$ cat config.mk
export PLATFORM = sky130hd
export DESIGN_NAME = ft601_tx_arbiter
export DESIGN_NICKNAME = d
export VERILOG_FILES = /design/src/rtl/ft601_tx_arbiter.sv
export SDC_FILE = /design/constraint.sdc
export NUM_CORES = 1
export LEC_CHECK = 0
export CAP_MARGIN = 20
export CORE_AREA = 2 2 125 127
export DETAILED_ROUTE_END_ITERATION = 12
export DIE_AREA = 0 0 127 129
export DONT_BUFFER_PORTS = 1
export PLACE_DENSITY_LB_ADDON = 0.3
export SLEW_MARGIN = 20
export SYNTH_ARGS = -nofsm -noshare
export SYNTH_HDL_FRONTEND = slang
export SYNTH_SLANG_ARGS = --single-unit
$ cat constraint.sdc
create_clock -name clk -period 2.85 [get_ports clk]
set_input_delay 0.7125 -clock clk [delete_from_list [all_inputs] [get_ports clk]]
set_output_delay 0.7125 -clock clk [all_outputs]
set_load 0.01 [all_outputs]
$ cat src/rtl/ft601_tx_arbiter.sv
// ft601_tx_arbiter
//
// Round-robin scheduler that shares the FT601 write path among NUM_PERIPHS
// first-word-fall-through TX FIFOs. One FIFO at a time is granted. Its head
// word is shown on data_o, and the FIFO is popped whenever the FT601
// controller consumes that word. A grant ends when the FIFO runs dry, when
// BURST_MAX words have been taken, or when the peripherals drop out of
// readiness. Exactly one IDLE cycle separates consecutive grants.
//
// Ports:
//   clk                    single clock, rising edge
//   rst                    synchronous, active-high reset
//   fifo_empty     [N]     per-FIFO empty flag
//   fifo_data      [32*N]  FWFT head words, FIFO i at [32*i+31:32*i]
//   fifo_init_done [N]     per-FIFO initialisation complete
//   fifo_rd        [N]     one-hot pop strobe (combinational)
//   periph_ready           registered AND of fifo_init_done
//   periph_data_available  data_o carries a valid word this cycle
//   data_o         [32]    head word of the granted FIFO (0 when IDLE)
//   read_periph_data       controller consumes data_o this cycle
//   grant_id       [IDW]   current or most recent grant
//
// Handshake: periph_data_available is the valid and read_periph_data is the
// ready. A word transfers, and its FIFO is popped, only in a cycle where both
// are 1. A read with valid low is ignored. Valid never depends on ready.

module ft601_tx_arbiter #(
    parameter int NUM_PERIPHS = 8,
    parameter int BURST_MAX   = 16
) (
    input  logic                            clk,
    input  logic                            rst,
    input  logic [NUM_PERIPHS-1:0]          fifo_empty,
    input  logic [32*NUM_PERIPHS-1:0]       fifo_data,
    input  logic [NUM_PERIPHS-1:0]          fifo_init_done,
    output logic [NUM_PERIPHS-1:0]          fifo_rd,
    output logic                            periph_ready,
    output logic                            periph_data_available,
    output logic [31:0]                     data_o,
    input  logic                            read_periph_data,
    output logic [$clog2(NUM_PERIPHS)-1:0]  grant_id
);

    localparam int IDW = $clog2(NUM_PERIPHS);
    localparam int BCW = $clog2(BURST_MAX + 1);

    typedef enum logic {
        IDLE   = 1'b0,
        ACTIVE = 1'b1
    } state_t;

    state_t          state;
    logic [IDW-1:0]  grant;
    logic [IDW-1:0]  last_grant;
    logic [BCW-1:0]  burst_cnt;

    logic [31:0]     words [NUM_PERIPHS];
    logic [IDW-1:0]  next_idx;
    logic [IDW-1:0]  cand;
    logic            found;
    logic            head_empty;
    logic            pop;
    logic            last_pop;

    always_comb begin
        for (int i = 0; i < NUM_PERIPHS; i++) begin
            words[i] = fifo_data[32*i +: 32];
        end
    end

    // Rotating priority search: the first non-empty FIFO from last_grant+1
    // upward, wrapping. The final candidate is last_grant itself, so a lone
    // requester is re-granted.
    always_comb begin
        next_idx = '0;
        cand     = '0;
        found    = 1'b0;
        for (int k = 1; k <= NUM_PERIPHS; k++) begin
            cand = IDW'((int'(last_grant) + k) % NUM_PERIPHS);
            if (!found && !fifo_empty[cand]) begin
                next_idx = cand;
                found    = 1'b1;
            end
        end
    end

    assign head_empty = fifo_empty[grant];

    // Valid is also gated by rst so that no word is handed over (or popped)
    // in a cycle that is about to be discarded by reset.
    always_comb begin
        periph_data_available = (state == ACTIVE) && periph_ready && !rst && !head_empty;
        pop                   = periph_data_available && read_periph_data;
        fifo_rd               = '0;
        if (pop) begin
            fifo_rd[grant] = 1'b1;
        end
        data_o = (state == ACTIVE) ? words[grant] : 32'h0;
    end

    // The pop that brings burst_cnt up to BURST_MAX also closes the grant.
    assign last_pop = pop && (burst_cnt == BCW'(BURST_MAX - 1));
    assign grant_id = grant;

    always_ff @(posedge clk) begin
        if (rst) begin
            state        <= IDLE;
            grant        <= '0;
            last_grant   <= IDW'(NUM_PERIPHS - 1);
            burst_cnt    <= '0;
            periph_ready <= 1'b0;
        end else begin
            periph_ready <= &fifo_init_done;
            case (state)
                IDLE: begin
                    if (periph_ready && found) begin
                        grant      <= next_idx;
                        last_grant <= next_idx;
                        burst_cnt  <= '0;
                        state      <= ACTIVE;
                    end
                end
                ACTIVE: begin
                    if (!periph_ready || head_empty) begin
                        state     <= IDLE;
                        burst_cnt <= '0;
                    end else if (pop) begin
                        burst_cnt <= burst_cnt + BCW'(1);
                        if (last_pop) begin
                            state <= IDLE;
                        end
                    end
                end
                default: state <= IDLE;
            endcase
        end
    end

endmodule

==> impl_metrics.py <==
metrics = {
    "status": {
        "outcome": "completed",
    },
    "yosys": {
        "synth_commonest_cells": "a22oi_1 (66), a22o_1 (33), a221oi_1 (32), a31oi_1 (32), clkbuf_1 (30)",
        "avgSynthCellArea_um2": 7.79,
        "synth_largest_area_cell": "a22oi_1",
        "ys.flop_type": "dfxtp_1",
        "synth_cell_type_count": 61,
        "syn_nets": 672,
        "netlist_instances": 393,
        "synthTopCellsByArea": "a22oi_1 (16%), a22o_1 (9.4%), a221oi_1 (9.2%)",
        "yosysMostFrequentCell": "a22oi_1",
        "ys_seq_area_share_pct": 8.50,
        "netlist_area_um2": 3060,
        "synth_top_area_share_pct": 16.2,
        "async_flop_share_pct": 0,
        "synth-edff-count": 0,
        "synth-seq-cells": 13,
        "ys_warn_count": 0,
    },
    "hold_path": {
        "hp-class": "flop to flop",
    },
    "floorplanning": {
        "placementRows": 45,
        "fp.dieH_um": 129,
        "design.portCount": 320,
        "coreArea_um2": 15000,
        "initial_utilization_pct": 20.4,
        "dieArea_um2": 16400,
        "die_x_um": 127,
    },
    "finish": {
        "nets": 691,
        "syn2layout_area_growth_pct": 24.0,
        "final_cell_count_no_fill": 602,
        "finish.utilization_pct": 25.3,
        "drive_above_1_share_pct": 29.0,
        "final.fill_count": 1656,
    },
    "clocking": {
        "root_buffer": "clkbuf_16",
        "cts_made_buffers": 3,
        "tritoncts": "built",
        "cts.path.max_buffers": 2,
        "clock_latency_ns": 0.24,
        "htree_levels": 1,
        "cts.reportedPaths.clkPinSlew_ns": 0.04,
        "cts_hold_buf": 0,
        "clock-sinks": 13,
    },
    "placement": {
        "place_ws_ns": -0.0307,
        "dp.cells": 593,
        "io_buffers": 0,
        "place_congestion": 0.875,
        "place_hpwl_mm": 16.1,
    },
    "grt": {
        "grt_overflow": 0,
        "antenna_found_initial": 8,
        "grt_use_total_pct": 21.4,
        "grt_max_degree": 35,
        "grt_pass1_wl_mm": 25.6,
        "grt_pass1_vias": 3537,
    },
    "timing": {
        "setup_violations": 0,
        "min_period_ns": 2.81,
        "max_slew_margin_pct": 67.6,
        "tightest_slew_ns": 0.477,
        "worst_hold_slack_ns": 0.489,
        "drv_slew": 0,
        "clock-skew-final_ns": 0.00265,
        "min_period_over_period_pct": 98.5,
        "hold_viol": 0,
        "maxClockFrequency_mhz": 356,
        "fin_tns_setup_ns": 0,
        "setup_ws_ns": 0.0435,
    },
    "routing": {
        "via_count": 4057,
        "drtPass1Iterations": 5,
        "routed_wl_mm": 19.7,
        "drc": 0,
        "wl_per_cell_um": 32.8,
        "vias_per_cell": 6.74,
        "ant_nets": 0,
        "drtIter0Drc": 422,
    },
    "critical_path": {
        "arrival_ns": 2.09,
        "worstSetupEndpointType": "output port",
        "cp_max_fo": 19,
        "crit_type": "flop to output port",
        "required_ns": 2.14,
        "cp-start-kind": "flop",
    },
    "power": {
        "p_leak_nw": 1.20,
        "powerDensity_nw_per_um2": 149,
        "irDropWorstVdd_v": 0.000369,
    },
    "job": {
        "drv_cap": 0,
    },
}
==> critical path, cell delays in order (launching register included) <==
cell and delay, ns:
dfxtp_2 0.36, buf_4 0.16, and3b_2 0.23, buf_12 0.16, a22o_1 0.28, a221oi_1 0.35, a31oi_1 0.13, buf_4 0.16
==> logic make-up after synthesis <==
kind of cell,share of synthesized area [%]
AOI/OAI and AO/OA,53.5
xor gates and xnor gates,1.43
adders and majority gates,1.64
buffers and inverters,7.20
DFF,8.50
muxes,13.9
and+or+nand+nor,13.8
==> stage by stage <==
step	power (mW)	area (µm²)
final	0.564	3790
after global routing	0.591	3790
after CTS	0.569	3730
after detailed placement	0.302	3620
after global placement	0.302	3620
after floorplan	0.279	3060
==> cells in the final DEF, fill, tap and decap left out, types with 5 or more instances in the layout <==
cell	synthesis	final
a22oi_1	66	65
buf_4	1	51
a22o_1	33	33
a31oi_1	32	32
a221oi_1	32	28
nand2_1	16	16
a21oi_1	16	16
nor2_1	20	13
mux4_2	12	12
inv_1	10	10
o21ai_0	9	9
dfxtp_1	13	9
mux2_2	5	5
nor2b_1	5	5
nor2_2	0	5
mux2i_1	5	5
buf_12	0	5
==> power by group <==
part	leakage [nW]	internal [mW]	switching [mW]	total [mW]
Clock	0.0382	0.188	0.0728	0.261
Combinational	1.06	0.0599	0.0597	0.120
Sequential	0.106	0.183	0.000427	0.183
Total	1.20	0.431	0.133	0.564
==> state kept, by name (all words and copies together), names as in the netlist <==
register,flops
grant_id,3
burst_cnt,5
state,1
periph_ready,1
last_grant,3
==> final cells by class <==
class	count	area [µm²]	share of cell area (%)
Antenna cell	3	7.51	0.198
Clock buffer	4	78.8	2.08
Inverter	12	45.0	1.19
Sequential cell	13	265	6.99
Tap cell	188	235	6.20
Multi-Input combinational cell	326	2680	70.6
Timing Repair Buffer	56	483	12.7
==> path summary, 6_finish.rpt <==
| kind | startpoint | to | slack [ns] | cells after the start |
|---|---|---|---|---|
| min reg2reg | burst_cnt[4] | burst_cnt[4] | 0.49 | 2 |
| max | grant_id[1] | data_o[22] | 0.04 | 7 |
| max reg2reg | last_grant[1] | grant_id[1] | 0.19 | 9 |
| min | burst_cnt[4] | burst_cnt[4] | 0.49 | 2 |
==> routing by layer <==
| metal | vias up | wire [µm] | track usage [%] |
|---|---|---|---|
| met4 | 12 | 228 | 2.46 |
| met5 | - | 84 | 0 |
| met1 | 1980 | 7450 | 26.4 |
| met3 | 38 | 2890 | 11.1 |
| li1 | 1697 | - | - |
| met2 | 330 | 9090 | 34.5 |
==> what timing repair did <==
action / CTS / global route
endpoints found under the hold margin: 0 / 0
resized for setup: 11 / 10
buffers inserted: 0 / 2
pin swaps: 1 / 2
cloned: 0 / 0
endpoints found under the setup margin: 21 / 16
Note: power is estimated with default switching activity, not from simulation.
